==> config.mk <==
export PLATFORM = sky130hd
export DESIGN_NAME = complex_ratio_divider_flat
export DESIGN_NICKNAME = d
export VERILOG_FILES = /design/src/rtl/complex_ratio_divider_if.sv /design/src/rtl/complex_ratio_divider.sv /design/src/flat_wrapper.sv
export SDC_FILE = /design/constraint.sdc
export NUM_CORES = 1
export LEC_CHECK = 0
export ABC_AREA = 1
export BUFFER_PORTS_ARGS = -buffer_cell sky130_fd_sc_hd__buf_2
export CAP_MARGIN = 40
export CORE_MARGIN = 10
export CORE_UTILIZATION = 57
export CTS_BUF_LIST = sky130_fd_sc_hd__clkbuf_4 sky130_fd_sc_hd__clkbuf_8
export DETAILED_ROUTE_END_ITERATION = 16
export PLACE_DENSITY = 0.92
export SLEW_MARGIN = 20
export SYNTH_ARGS = -nofsm -noshare
export SYNTH_HDL_FRONTEND = slang
export SYNTH_SLANG_ARGS = --single-unit
==> constraint.sdc <==
create_clock -name clk -period 5.13 [get_ports clk]
set_input_delay 0.2565 -clock clk [delete_from_list [all_inputs] [get_ports clk]]
set_output_delay 0.2565 -clock clk [all_outputs]
set_load 0.1 [all_outputs]
==> src/rtl/complex_ratio_divider_if.sv <==
// Operand/result handshake bundle for complex_ratio_divider.
// Both sides carry signed 3Qp data with P fractional bits.
interface complex_ratio_divider_if #(
  parameter int unsigned P = 22
) ();
  logic signed [P+2:0] i_enum_real;
  logic signed [P+2:0] i_enum_imag;
  logic signed [P+2:0] i_denum;
  logic                i_valid;
  logic                o_ready;
  logic signed [P+2:0] o_r_real;
  logic signed [P+2:0] o_r_imag;
  logic                o_valid;
  logic                i_ready;
  logic                o_sat;
  logic                o_div_by_zero;

  modport slave (
    input  i_enum_real, i_enum_imag, i_denum, i_valid, i_ready,
    output o_ready, o_r_real, o_r_imag, o_valid, o_sat, o_div_by_zero
  );

  modport master (
    output i_enum_real, i_enum_imag, i_denum, i_valid, i_ready,
    input  o_ready, o_r_real, o_r_imag, o_valid, o_sat, o_div_by_zero
  );
endinterface

==> src/rtl/complex_ratio_divider.sv <==
// Complex ratio (enum_real + j*enum_imag) / denum in 3Qp via a shared-divisor radix-2 restoring
// divider. Define DIV_ROUND_EN for round-half-away-from-zero (one extra guard iteration).
module complex_ratio_divider #(
  parameter int unsigned P = 22
) (
  input logic                   clk,
  input logic                   rst,
  complex_ratio_divider_if.slave bus
);
  localparam int unsigned W    = P + 3;
  localparam int unsigned RemW = P + 4;
`ifdef DIV_ROUND_EN
  localparam int unsigned QW   = P + 3;
`else
  localparam int unsigned QW   = P + 2;
`endif
  localparam int unsigned CntW = $clog2(QW);

  typedef enum logic [1:0] {StIdle, StBusy, StDone} state_e;

  state_e                   state_q, state_d;
  logic [CntW-1:0]          cnt_q, cnt_d;
  logic [1:0][RemW-1:0]     rem_q, rem_d;
  logic [1:0][QW-1:0]       quo_q, quo_d;
  logic [1:0][1:0]          nlo_q, nlo_d;
  logic [1:0]               sign_q, sign_d;
  logic [1:0]               ovf_q, ovf_d;
  logic [W-1:0]             den_q, den_d;
  logic [1:0][W-1:0]        res_q, res_d;
  logic                     sat_q, sat_d;
  logic                     dbz_q, dbz_d;

  logic [1:0][W-1:0]        n_in, mag_in;
  logic [1:0]               ovf_in;
  logic                     dz_in;
  logic [1:0][RemW-1:0]     rem_sh, rem_nx;
  logic [1:0]               ge;
  logic [1:0][QW-1:0]       quo_nx;
  logic [1:0][W:0]          fr;

  // Returns {sat, value}: rounds (if enabled), clamps, saturates and applies the sign.
  function automatic logic [W:0] form_result(input logic [QW-1:0] qf, input logic neg,
                                             input logic ovf);
    logic [W-1:0] mag;
    logic [W-1:0] val;
    logic         sat;
    sat = ovf;
`ifdef DIV_ROUND_EN
    mag = {1'b0, qf[QW-1:1]} + {{(W-1){1'b0}}, qf[0]};
`else
    mag = {1'b0, qf};
`endif
    if (mag[W-1]) begin
      sat = 1'b1;
      mag = {1'b0, {(W-1){1'b1}}};
    end
    if (ovf) begin
      val = neg ? {1'b1, {(W-1){1'b0}}} : {1'b0, {(W-1){1'b1}}};
    end else begin
      val = neg ? (~mag + 1'b1) : mag;
    end
    return {sat, val};
  endfunction

  always_comb begin
    n_in[0] = bus.i_enum_real;
    n_in[1] = bus.i_enum_imag;
    dz_in   = bus.i_denum[W-1] | (bus.i_denum == '0);
    for (int c = 0; c < 2; c++) begin
      mag_in[c] = n_in[c][W-1] ? (~n_in[c] + 1'b1) : n_in[c];
      ovf_in[c] = {2'b00, mag_in[c]} >= {bus.i_denum, 2'b00};
      rem_sh[c] = {rem_q[c][RemW-2:0], nlo_q[c][1]};
      ge[c]     = rem_sh[c] >= {1'b0, den_q};
      rem_nx[c] = ge[c] ? (rem_sh[c] - {1'b0, den_q}) : rem_sh[c];
      quo_nx[c] = {quo_q[c][QW-2:0], ge[c]};
      fr[c]     = form_result(quo_nx[c], sign_q[c], ovf_q[c]);
    end
  end

  always_comb begin
    state_d = state_q;
    cnt_d   = cnt_q;
    rem_d   = rem_q;
    quo_d   = quo_q;
    nlo_d   = nlo_q;
    sign_d  = sign_q;
    ovf_d   = ovf_q;
    den_d   = den_q;
    res_d   = res_q;
    sat_d   = sat_q;
    dbz_d   = dbz_q;

    unique case (state_q)
      StIdle: begin
        if (bus.i_valid) begin
          if (dz_in) begin
            state_d = StDone;
            res_d   = '0;
            sat_d   = 1'b0;
            dbz_d   = 1'b1;
          end else begin
            state_d = StBusy;
            cnt_d   = CntW'(QW - 1);
            den_d   = bus.i_denum;
            quo_d   = '0;
            sat_d   = 1'b0;
            dbz_d   = 1'b0;
            for (int c = 0; c < 2; c++) begin
              sign_d[c] = n_in[c][W-1];
              ovf_d[c]  = ovf_in[c];
              // |N| < 4D, so the skipped upper iterations leave |N|>>2 as the remainder.
              rem_d[c]  = ovf_in[c] ? '0 : {3'b000, mag_in[c][W-1:2]};
              nlo_d[c]  = mag_in[c][1:0];
            end
          end
        end
      end
      StBusy: begin
        rem_d = rem_nx;
        quo_d = quo_nx;
        for (int c = 0; c < 2; c++) begin
          nlo_d[c] = {nlo_q[c][0], 1'b0};
        end
        cnt_d = cnt_q - CntW'(1);
        if (cnt_q == '0) begin
          state_d  = StDone;
          cnt_d    = '0;
          res_d[0] = fr[0][W-1:0];
          res_d[1] = fr[1][W-1:0];
          sat_d    = fr[0][W] | fr[1][W];
          dbz_d    = 1'b0;
        end
      end
      StDone: begin
        if (bus.i_ready) begin
          state_d = StIdle;
        end
      end
      default: state_d = StIdle;
    endcase
  end

  always_ff @(posedge clk or posedge rst) begin
    if (rst) begin
      state_q <= StIdle;
      cnt_q   <= '0;
      rem_q   <= '0;
      quo_q   <= '0;
      nlo_q   <= '0;
      sign_q  <= '0;
      ovf_q   <= '0;
      den_q   <= '0;
      res_q   <= '0;
      sat_q   <= 1'b0;
      dbz_q   <= 1'b0;
    end else begin
      state_q <= state_d;
      cnt_q   <= cnt_d;
      rem_q   <= rem_d;
      quo_q   <= quo_d;
      nlo_q   <= nlo_d;
      sign_q  <= sign_d;
      ovf_q   <= ovf_d;
      den_q   <= den_d;
      res_q   <= res_d;
      sat_q   <= sat_d;
      dbz_q   <= dbz_d;
    end
  end

  assign bus.o_ready       = (state_q == StIdle);
  assign bus.o_valid       = (state_q == StDone);
  assign bus.o_r_real      = res_q[0];
  assign bus.o_r_imag      = res_q[1];
  assign bus.o_sat         = sat_q;
  assign bus.o_div_by_zero = dbz_q;
endmodule

==> src/flat_wrapper.sv <==
// flat-port wrapper written by rule: the top's interface ports become plain ports
module complex_ratio_divider_flat 
#(
  parameter int unsigned P = 22
)
  (clk, rst, bus_i_enum_real, bus_i_enum_imag, bus_i_denum, bus_i_valid, bus_i_ready, bus_o_ready, bus_o_r_real, bus_o_r_imag, bus_o_valid, bus_o_sat, bus_o_div_by_zero);
  complex_ratio_divider_if #(.P(P)) bus_i ();
  input logic clk;
  input logic rst;
  input wire logic [$bits(bus_i.i_enum_real)-1:0] bus_i_enum_real;
  input wire logic [$bits(bus_i.i_enum_imag)-1:0] bus_i_enum_imag;
  input wire logic [$bits(bus_i.i_denum)-1:0] bus_i_denum;
  input wire logic [$bits(bus_i.i_valid)-1:0] bus_i_valid;
  input wire logic [$bits(bus_i.i_ready)-1:0] bus_i_ready;
  output wire logic [$bits(bus_i.o_ready)-1:0] bus_o_ready;
  output wire logic [$bits(bus_i.o_r_real)-1:0] bus_o_r_real;
  output wire logic [$bits(bus_i.o_r_imag)-1:0] bus_o_r_imag;
  output wire logic [$bits(bus_i.o_valid)-1:0] bus_o_valid;
  output wire logic [$bits(bus_i.o_sat)-1:0] bus_o_sat;
  output wire logic [$bits(bus_i.o_div_by_zero)-1:0] bus_o_div_by_zero;
  assign bus_i.i_enum_real = bus_i_enum_real;
  assign bus_i.i_enum_imag = bus_i_enum_imag;
  assign bus_i.i_denum = bus_i_denum;
  assign bus_i.i_valid = bus_i_valid;
  assign bus_i.i_ready = bus_i_ready;
  assign bus_o_ready = bus_i.o_ready;
  assign bus_o_r_real = bus_i.o_r_real;
  assign bus_o_r_imag = bus_i.o_r_imag;
  assign bus_o_valid = bus_i.o_valid;
  assign bus_o_sat = bus_i.o_sat;
  assign bus_o_div_by_zero = bus_i.o_div_by_zero;
  complex_ratio_divider #(.P(P)) u_core (.clk(clk), .rst(rst), .bus(bus_i));
endmodule
Word level (Yosys, flattened, before mapping). Index checks and enable logic that the tools add are counted.

Register bits after elaboration: 188. Latch bits: 0. Bits in writable memories: 0. ROM bits: 0. Bits of input ports: 79. Output and inout port bits: 54. Logic and storage cells: 90. Memories: 0.

Add/subtract/negate cells: 7. Multiply operators: 0. Divide/modulo/power cells: 0. Order comparisons: 4. Equal/unequal tests: 7. Shift operators: 0. Mux-type cells: 41. Bitwise gates (word level): 7. Reduce and logical (&&, ||, !) cells: 9.

Operators with widths (count): $mux W25 (9); $mux W50 (3); $mux W51 (2); $pmux W51 S2 (1); $add A25 B1 Y25 const B (4); $pmux W50 S2 (1); $mux W47 (2); $pmux W47 S2 (1); $ge A25 B27 Y1 (2); $ge A26 B25 Y1 (2); $not A24 Y25 (2); $not A25 Y25 (2); $mux W23 (2); $mux W26 (1); $sub A26 B25 Y26 (1); $logic_not A25 Y1 (1); $sub A25 B25 Y25 (1); $mux W5 (3); $reduce_and A3 Y1 (4); $pmux W5 S2 (1); $mux W2 (4); $mux W4 (2); $pmux W4 S2 (1); $ne A2 B2 Y1 const B (3); 13 further kinds (20).

Longest topological paths before layout.
Depth after elaboration: 8. Gate-level depth with buffers: 26. Mapped depth without buffers: 26.

Worst setup path after synthesis. OpenSTA, ideal clock, no wires.

Path kind: reg2reg. From: register u_core.rem_q[34] (netlist name). To: register u_core.res_q, in the netlist u_core.bus.o_r_imag[22]. Library setup time: 0.123 ns. Arrival time: 2.962 ns. Data required time: 5.007 ns. Setup slack: 2.045 ns. Stages on the path, launching flop included: 22. Path buffers: 1. Clock period less this slack: 3.085 ns. Cells stage by stage: dfrtp_1 > ha_1 > nand2_2 > inv_1 > a21oi_1 > nand3_2 > nand2_1 > inv_1 > nor2_4 > nand2_4 > inv_2 > buf_6 > ha_1 > inv_1 > nor3_2 > nand3_1 > nor2_1 > nand2_1 > o31ai_2 > a21oi_1 > o21ai_0 > nand2_1.

Cells in the longest elaborated chain, start to end: 7.

Ends and longest elaborated chain: start: declaration (line complex_ratio_divider.sv:23) `logic [1:0][RemW-1:0] rem_q, rem_d;`; start signal: assignment (line complex_ratio_divider.sv:159) `rem_q <= rem_d;`; $ge A26 B25 Y1 (line complex_ratio_divider.sv:73) `ge[c] = rem_sh[c] >= {1'b0, den_q};`; $not A24 Y25 (line complex_ratio_divider.sv:60) `val = neg ? (~mag + 1'b1) : mag;`; $add A25 B1 Y25 (line complex_ratio_divider.sv:60); $mux W25 (line complex_ratio_divider.sv:60); $mux W25 (line complex_ratio_divider.sv:57) `if (ovf) begin`; $mux W50 (line complex_ratio_divider.sv:125) `if (cnt_q == '0) begin`; $pmux W50 S2 (line complex_ratio_divider.sv:93) `unique case (state_q)`; end signal: assignment (line complex_ratio_divider.sv:165) `res_q <= res_d;`; end: declaration (line complex_ratio_divider.sv:29) `logic [1:0][W-1:0] res_q, res_d;`.

Every way passes these cells. The select of a mux whose other input is x is not followed. A chain may end at the register's enable or synchronous reset.

Worst setup path after layout.
From: register u_core.rem_q[48] (netlist name). To: register u_core.res_q, in the netlist u_core.bus.o_r_imag[14].

The elaborated chain is that of the path after synthesis.

==> qor.csv <==
stage;metric;value;unit
sta;Relative slew margins;0.504;
final_layout;# diodes;0;
die;Horiz. Die Dim;184;um
critical_path;crit end category;register;
logic_synthesis;Post-Syn Nets;2491;
final_layout;nets;2584;
global_routing;first-pass GRT wire length;80.3;mm
detailed_routing;Routed Antenna Nets;0;
clock_network;CTS tree;done;
sta;f_max;0.242;GHz
sta;Slew @ Worst Pin;742;ps
die;Rows;59;
final_layout;layout cell share with drive strength beyond 1;0.0973;
final_layout;Area Growth Syn to Fin;8.85;%
die;DIE HEIGHT;184;um
critical_path;Setup crit start kind;register;
placement;DP Area;16200;um2
die;Initial Util;0.583;
detailed_routing;Vias;16565;
clock_network;Worst-Skew Late Latency;500;ps
clock_network;clock slew seen by the registers of the worst setup and hold paths;110;ps
logic_synthesis;Yosys warning count;0;
outcome;outcome;complete, no violations;
clock_network;Clock Sink Count;188;
final_layout;leading cell types in the layout, fill and taps excluded;708 x nand2_1, 289 x inv_1, 188 x dfrtp_1, 183 x nor2_1, 144 x nand3_1;
clock_network;cts bufs inserted;17;
sta;Fin Setup TNS;0;ps
die;Core ar.;26300;um2
sta;fin crit share;0.807;
sta;Clock Skew;19.4;ps
placement;Port Buf Inserts;132;
die;I/O pin total;133;
clock_network;Max clock buf depth;2;
sta;Final Critical Period;4140;ps
detailed_routing;Via density;6.02;
detailed_routing;TritonRoute pass-1 iters;7;
flow_run;Max Cap Viol;0;
global_routing;GRT Overall Usage;0.291;
logic_synthesis;Primary FF master, synth;dfrtp_1;
global_routing;pin count of the biggest net entering global routing;189;
logic_synthesis;number of flops mapped to enable cells by yosys;0;
detailed_routing;DR WL/cell;18.1;um
sta;Slew Limit Fails;0;
logic_synthesis;synthesized area;15300;um2
placement;Routability Congestion;1.06;
global_routing;global route overflow;0;
global_routing;vias in the first global route;15850;
power;P_leak;9.10;nW
logic_synthesis;Seq cells post-synth;188;
detailed_routing;1st-iter DRT viols;2141;
critical_path;Setup Crit Path Kind;register to register;
final_layout;commonest non-fill, non-tap cell in the layout;nand2_1;
power;Pwr per Cell Area;652;nW/um2
logic_synthesis;Netlist cell types;56;
clock_network;Post-CTS Setup Inserts;0;
global_routing;initial antenna violation count;0;
final_layout;Fill cells;2403;
clock_network;H-tree levels;4;
critical_path;crit path max fanout;43;
placement;dpl hpwl;38.5;mm
min_path;Hold Crit Class;input pin to register;
sta;# setup viols final;0;
final_layout;design area;16700;um2
critical_path;Worst Path Arrival;4520;ps
critical_path;Crit path required time;5510;ps
power;peak supply drop;0.000322;V
sta;final hold violation count;0;
logic_synthesis;asr flop ratio synth;1.00;
sta;RSZ-0062 raised after global routing;no;
die;Die ar.;33800;um2
detailed_routing;Detailed Route WL;49.9;mm
clock_network;clk root buf;clkbuf_8;
detailed_routing;Post-route DRC;0;
logic_synthesis;sequential area share after synthesis;0.307;
logic_synthesis;Mean Syn Cell Area;6.64;um2
logic_synthesis;Post-Synthesis Cells;2309;
[metrics by stage]
stage	std cells	total power, mW	worst slack, ps	hold WS (ps)	utilization
after CTS	2745	10.6	1070	6.50	0.632
final	2750	10.9	991	12.3	0.635
after floorplan	2309	7.77	2050	373	-
after global placement	2712	9.30	946	448	0.615
after detailed placement	2713	9.52	928	454	0.616
after global routing	2750	11.8	614	24.7	0.635
[cell usage after synthesis, types with 20 or more instances]
library cell | instances | area [um2]
nand2_1 | 708 | 2660
inv_1 | 290 | 1090
dfrtp_1 | 188 | 4700
nor2_1 | 184 | 691
nand3_1 | 144 | 721
o21ai_0 | 139 | 696
a21oi_1 | 119 | 596
ha_1 | 101 | 1260
nand4_1 | 58 | 363
xor2_1 | 57 | 499
o22ai_1 | 45 | 282
nor3_1 | 42 | 210
clkbuf_1 | 41 | 154
buf_2 | 20 | 100
o21ai_1 | 20 | 100
[kinds of logic (layout without fill, tap and decap cells)]
group           after synthesis  in the layout  share of synthesized area
simple gates               1198           1198                      0.335
buf+inv                     375            481                     0.0963
compound gates              374            374                      0.136
flops                       188            188                      0.307
fa+ha+maj                   103            103                     0.0851
xor+xnor                     71             71                     0.0406
[report_power, final]
part | total [mW] | switching, mW | internal (mW)
sequential | 2.24 | 0.349 | 1.89
combinational | 7.59 | 5.17 | 2.41
clock | 1.05 | 0.633 | 0.419
[path summary, 6_finish.rpt]
path                                                    start                                  end  slack (ps)  depth (start not counted)
hold reg to reg            u_core.bus.o_r_imag[0]$_DFFE_PP0P_   u_core.bus.o_r_imag[0]$_DFFE_PP0P_         480                          2
setup reg to reg                 u_core.rem_q[48]$_DFFE_PP0P_  u_core.bus.o_r_imag[14]$_DFFE_PP0P_         990                         20
min in group asynchronous                                 rst  u_core.bus.o_r_real[20]$_DFFE_PP0P_         350                          4
setup / recovery                 u_core.rem_q[48]$_DFFE_PP0P_  u_core.bus.o_r_imag[14]$_DFFE_PP0P_         990                         20
hold / removal                                 bus_i_denum[6]          u_core.den_q[6]$_DFFE_PP0P_          10                          3
max in group asynchronous                                 rst         u_core.rem_q[20]$_DFFE_PP0P_        3820                          5
[sequential cells by signal, summed over array words and instances, names as in the netlist]
signal,flops
u_core.rem_q,50
u_core.bus.o_div_by_zero,1
u_core.bus.o_r_real,25
u_core.bus.o_sat,1
u_core.quo_nx,46
u_core.bus.o_r_imag,25
u_core.cnt_q,5
u_core.nlo_q,4
u_core.sign_q,2
u_core.den_q,25
u_core.ovf_q,2
u_core.state_q,2
[critical path, stage by stage (launching register included)]
cell and delay, ps:
dfrtp_1 500, ha_1 400, nand2_1 100, nand2_1 120, nand2_1 90, nand2_1 50
a21oi_1 120, nand2_1 110, nor2_4 140, nand2_4 270, inv_2 360, ha_1 240
inv_1 80, nor3_2 170, nand3_1 180, nor2_1 250, nand2_1 150, o31ai_2 310
o21ai_0 120, a21oi_1 150, o21ai_1 80
[what timing repair did]
| action | 4_1_cts | 5_1_grt |
|---|---|---|
| hold buffers | 0 | 1 |
| setup endpoints to repair | 0 | 0 |
| resized for setup | 0 | 0 |
| hold endpoints to repair | 0 | 50 |
[metal layers]
metal	vias to the layer above	global-route usage	part of all wire
li1	7730	-	-
met1	7610	0.366	0.40
met2	1045	0.465	0.44
met3	180	0.0642	0.10
met4	0	0.136	0.049
met5	-	0	0
[cell type report]
class / count / area (um2) / area share
Clock buffer: 18 / 241 / 0.0145
Clock inverter: 14 / 168 / 0.0101
Inverter: 301 / 1130 / 0.0680
Multi-Input combinational cell: 1746 / 9160 / 0.549
Sequential cell: 188 / 4700 / 0.282
Tap cell: 335 / 419 / 0.0251
Timing Repair Buffer: 148 / 851 / 0.0510
No activity file was read; power rests on OpenSTA's default activity.
